**src/rtl/tx_iq_pacer.sv**
```systemverilog
// Paces IQ samples from the TX baseband into a DAC at one sample per CLK_DIV clocks.
// A prefill threshold absorbs upstream jitter; an empty FIFO mid-packet emits zeros and flags underrun.
module tx_iq_pacer #(
  parameter int DEPTH   = 64,
  parameter int CLK_DIV = 10,
  parameter int PREFILL = 16
) (
  input  logic                     clock,
  input  logic                     reset,
  input  logic                     in_valid,
  output logic                     in_ready,
  input  logic [15:0]              in_i,
  input  logic [15:0]              in_q,
  input  logic                     pkt_done,
  output logic                     dac_valid,
  output logic [31:0]              dac_data,
  output logic                     underrun,
  output logic                     busy,
  output logic [$clog2(DEPTH):0]   fill_level
);

  localparam int AW = $clog2(DEPTH);
  localparam int FW = AW + 1;
  localparam int DW = $clog2(CLK_DIV);

  localparam logic [FW-1:0] FULL_LVL    = FW'(DEPTH);
  localparam logic [FW-1:0] PREFILL_LVL = FW'(PREFILL);
  localparam logic [DW-1:0] DIV_LAST    = DW'(CLK_DIV - 1);

  typedef enum logic [1:0] {
    S_IDLE,
    S_PREFILL,
    S_STREAM
  } state_t;

  state_t          r_state;
  state_t          w_state_next;
  logic [31:0]     r_mem [DEPTH];
  logic [AW-1:0]   r_wr_ptr;
  logic [AW-1:0]   r_rd_ptr;
  logic [FW-1:0]   r_fill;
  logic [DW-1:0]   r_div_cnt;
  logic [DW-1:0]   w_div_next;
  logic            r_done_latch;
  logic            w_done_next;
  logic            r_dac_valid;
  logic [31:0]     r_dac_data;
  logic            r_underrun;

  logic            w_in_ready;
  logic            w_push;
  logic            w_empty;
  logic            w_strobe;
  logic            w_pop;
  logic            w_zero_out;
  logic            w_end;

  // A full FIFO refuses pushes even when a pop frees a slot in the same cycle.
  assign w_in_ready = (r_fill < FULL_LVL);
  assign w_push     = in_valid && w_in_ready;
  assign w_empty    = (r_fill == '0);
  assign w_strobe   = (r_state == S_STREAM) && (r_div_cnt == '0);
  assign w_pop      = w_strobe && !w_empty;
  assign w_zero_out = w_strobe && w_empty && !r_done_latch;
  assign w_end      = w_strobe && w_empty && r_done_latch;

  // NOTE: every signal assigned here gets a default first, so no path can infer a latch.
  always_comb begin
    w_state_next = r_state;
    w_done_next  = r_done_latch;
    w_div_next   = '0;
    unique case (r_state)
      S_IDLE: begin
        if (w_push) w_state_next = S_PREFILL;
      end
      S_PREFILL: begin
        if (pkt_done) w_done_next = 1'b1;
        if ((r_fill >= PREFILL_LVL) || ((r_done_latch || pkt_done) && !w_empty))
          w_state_next = S_STREAM;
      end
      S_STREAM: begin
        if (pkt_done) w_done_next = 1'b1;
        if (w_end) begin
          w_state_next = S_IDLE;
          w_done_next  = 1'b0;
        end else begin
          w_div_next = (r_div_cnt == DIV_LAST) ? '0 : r_div_cnt + DW'(1);
        end
      end
      default: begin
        w_state_next = S_IDLE;
        w_done_next  = 1'b0;
      end
    endcase
  end

  // NOTE: state uses non-blocking assignments so every register samples pre-edge values.
  always_ff @(posedge clock) begin
    if (reset) begin
      r_state      <= S_IDLE;
      r_wr_ptr     <= '0;
      r_rd_ptr     <= '0;
      r_fill       <= '0;
      r_div_cnt    <= '0;
      r_done_latch <= 1'b0;
      r_dac_valid  <= 1'b0;
      r_dac_data   <= '0;
      r_underrun   <= 1'b0;
    end else begin
      r_state      <= w_state_next;
      r_div_cnt    <= w_div_next;
      r_done_latch <= w_done_next;
      r_dac_valid  <= w_pop || w_zero_out;
      if (w_push) r_wr_ptr <= r_wr_ptr + AW'(1);
      if (w_pop)  r_rd_ptr <= r_rd_ptr + AW'(1);
      unique case ({w_push, w_pop})
        2'b10:   r_fill <= r_fill + FW'(1);
        2'b01:   r_fill <= r_fill - FW'(1);
        default: r_fill <= r_fill;
      endcase
      if (w_pop)           r_dac_data <= r_mem[r_rd_ptr];
      else if (w_zero_out) r_dac_data <= '0;
      if (w_zero_out) r_underrun <= 1'b1;
    end
  end

  // NOTE: the sample store has no reset; pointers and fill level alone define valid contents.
  always_ff @(posedge clock) begin
    if (w_push) r_mem[r_wr_ptr] <= {in_i, in_q};
  end

  assign in_ready   = w_in_ready;
  assign dac_valid  = r_dac_valid;
  assign dac_data   = r_dac_data;
  assign underrun   = r_underrun;
  assign busy       = (r_state != S_IDLE);
  assign fill_level = r_fill;

endmodule

```
**config.mk**
```make
export PLATFORM = sky130hd
export DESIGN_NAME = tx_iq_pacer
export DESIGN_NICKNAME = d
export VERILOG_FILES = /design/src/rtl/tx_iq_pacer.sv
export SDC_FILE = /design/constraint.sdc
export NUM_CORES = 2
export LEC_CHECK = 0
export ABC_AREA = 1
export BUFFER_PORTS_ARGS = -buffer_cell sky130_fd_sc_hd__buf_2
export CAP_MARGIN = 20
export CORE_UTILIZATION = 35
export DETAILED_ROUTE_END_ITERATION = 10
export PLACE_DENSITY = 0.6
export SLEW_MARGIN = 10
export SYNTH_ARGS = -nofsm -noshare
export SYNTH_HDL_FRONTEND = slang
export SYNTH_SLANG_ARGS = --single-unit
```
**constraint.sdc**
```tcl
create_clock -name clock -period 7 [get_ports clock]
set_clock_uncertainty 0.2 [all_clocks]
set_input_delay 1.05 -clock clock [delete_from_list [all_inputs] [get_ports clock]]
set_output_delay 1.05 -clock clock [all_outputs]
set_load 0.005 [all_outputs]
```
==> metrics.cfg <==
[run_status]
run_status=finished, final reports clean

[floorplan]
die_area_um2=244000
placement_rows=180
die_boundary_height_um=494
fp.dieW_um=494
ioPinCount=79
core_region_area_um2=241000
initial_utilization_pct=35.2

[finish]
multi_input_comb_area_um2=19900
final.fill_count=22600
final_nets=7059
synthToLayoutAreaGrowth_pct=12.4
layout-drive-gt1-share_pct=8.22
storage_element_area_um2=62800

[critical_path]
cp-end-kind=register
cp_data_arrival_time_ps=4850
worst-endpoint-required_ps=7470
criticalPathCategory=register to register
timing.critical_path.from_type=register
regToRegEndpoint=dac_data[28]
worst_r2r_path_depth=10
rrSetupSlack_ps=2620
cp_max_fo=176

[min_path]
hp-start=underrun
holdCritPathClass=register to register
worstHoldEndpoint=underrun
hold-path-cell-count=1

[logic_synthesis]
number_of_warnings_printed_during_yosys_synthesis=0
netlist-cell-type-count=27
synth-edff-count=2048
synth_seq_cells=2114
async_reset_ff_share_pct=0
synthCells=7048
synthFlopType=edfxtp_1
synth-seq-area-share_pct=74.1
netlist_area_um2=84700
postSynthAreaPerCell_um2=12.0
syn_nets=7097

[global_route]
grt_pass1_wl_um=359000
pin_count_of_the_biggest_net_entering_global_routing=191
antenna_found_initial=16
number_of_global_route_vias_before_repair=53200
global_route_total_overflow=0
total_grt_usage_pct=19.8

[sta]
layout_worst_path_cycle_share_pct=62.6
final_max_slew_viol_count=0
finalHoldViolCount=0
grt_setup_unrepaired=no
tightestPinTransition_ps=1210
period_needed_ps=4380
timing.hold.ws_ps=261
fmax_ghz=0.228
fin_setup_tns_ps=0
slew-limit-headroom_pct=19.1
setup_viol=0

[placement]
gp_congestion=0.816
hpwlAfterDp_um=125000
buffer_ports.inserted=78

[route]
dr.first_iter.drc_count=7646
vias=55800
drtAntennaViolNets=0
viasPerCell=5.38
drtPass1Iterations=6
drc=0
post_drt_wl_per_cell_um=23.7
totalWireLength_um=246000

[power]
power.leakage_nw=32.6
vdd_drop_max_mv=0.256
power_density_nw_per_um2=333

[clock_network]
ctsResizeCount=0
cts.reportedPaths.clkPinSlew_ps=60
cts-htree-levels=4
cts-hold-fix-buffers=0
cts_post_setup_buffers_inserted=0
worst_skew_pair.late_latency_ps=830
cts-root-buf=clkbuf_16
tritoncts=yes
cts.sink_count=2114
cts_inserted_buffers=200
clock_tree.buffer_depth=3

[job]
max_cap_viol_count=0

-- through the flow --
step                setup WS, ps  area [um^2]  utilization (%)  cells  power [mW]
CTS                         2830        95100             39.5  10400        31.8
global route                2630        95200             39.6  10400        33.0
detailed placement          2260        88700             36.9   9987        21.2
floorplan                   2860        84700                -   7048        19.0
finish                      2620        95200             39.6  10400        31.7
global placement            2350        88500             36.8   9978        21.1
-- per-layer routing --
layer	up-vias	global-route usage [%]	wire length, um
met5	-	0	0
met4	0	6.84	8560
met3	400	3.79	22900
met2	2627	31.4	114000
met1	27800	27.1	101000
li1	25000	-	-
-- cells in the final DEF (no fill, tap or decap), drive strengths merged --
| master | Yosys | final |
|---|---|---|
| a211oi | 1 | 1 |
| xnor2 | 6 | 6 |
| o21a | 3 | 3 |
| nor2 | 95 | 95 |
| buf | 375 | 220 |
| edfxtp | 2048 | 2048 |
| or2 | 1 | 1 |
| o211ai | 3 | 3 |
| diode | 0 | 5 |
| inv | 41 | 45 |
| dfxtp | 66 | 66 |
| nand3b | 2 | 2 |
| xor2 | 6 | 6 |
| clkbuf | 85 | 242 |
| nand4 | 2 | 2 |
| nor3b | 1 | 1 |
| nand3 | 1954 | 1954 |
| bufinv | 0 | 18 |
| ha | 13 | 13 |
| o21ai | 17 | 17 |
| clkinv | 1 | 101 |
| a21oi | 54 | 54 |
| clkinvlp | 0 | 7 |
| nand2 | 2271 | 2271 |
| nor3 | 3 | 3 |
-- worst max-delay path, cell delays in order, from the launching register on --
cell and delay [ps]:
dfxtp_4 1000, inv_16 450, buf_12 420, nand2_1 230, nand3_1 90, nand3_1 140
nand3_1 130, nand3_1 210, nand3_1 350, nand3_1 470, a21oi_1 120
-- power breakdown --
group	switching [mW]	total (mW)	internal, mW
combinational	4.96	6.77	1.81
clock	4.75	10.7	5.99
sequential	0.195	14.2	14.0
total	9.90	31.7	21.8
-- state kept, by name (all words and copies together) (netlist names), named ones only --
| signal | count |
|---|---|
| dac_data | 32 |
| r_mem | 2048 |
| r_div_cnt | 4 |
| r_state | 2 |
| r_done_latch | 1 |
| r_wr_ptr | 6 |
| dac_valid | 1 |
| underrun | 1 |
| fill_level | 7 |
| r_rd_ptr | 6 |
-- synthesized netlist by cell type (4+ instances only) --
cell type  count  area, um^2
xnor2_1        6        52.6
a21oi_1       54         270
ha_1          13         163
nand2_1     2271        8520
buf_2        270        1350
xor2_1         6        52.6
dfxtp_1       66        1320
nand3_1     1954        9780
nor2_1        94         353
edfxtp_1    2048       61500
clkbuf_1      85         319
inv_1         37         139
buf_6         25         282
buf_4         31         233
inv_2          4        15.0
buf_1         49         184
o21ai_0       17        85.1
-- layout make-up --
class                      instances  share of cell area (%)
sequential                      2114                    66.0
multi-input combinational       4432                    20.9
clock buffer                     242                    5.51
tap                             3185                    4.18
timing repair buffer             220                    2.03
clock inverter                   129                    1.20
inverter                          42                   0.205
antenna                            5                  0.0131
-- how the worst max path moves through the flow --
stage	endpoint	slack, ps	depth (start not counted)
floorplan	r_mem[7][0]	2860	2
global placement	r_mem[30][30]	2350	5
detailed placement	r_mem[62][23]	2260	6
CTS	dac_data[28]	2830	10
global route	dac_data[7]	2630	12
finish	dac_data[28]	2620	10
-- cells by family (layout without fill, tap and decap cells) --
logic type / count (synthesis) / in the layout / synth area share [%]
AND/OR/NAND/NOR: 4329 / 4329 / 22.1
adder cells (fa/ha/maj): 13 / 13 / 0.192
XOR/XNOR: 12 / 12 / 0.124
other: 0 / 5 / 0
buffers and inverters: 502 / 633 / 2.98
AO/OA/AOI/OAI: 78 / 78 / 0.481
flip-flops: 2114 / 2114 / 74.1
Note: power is estimated with default switching activity, not from simulation.
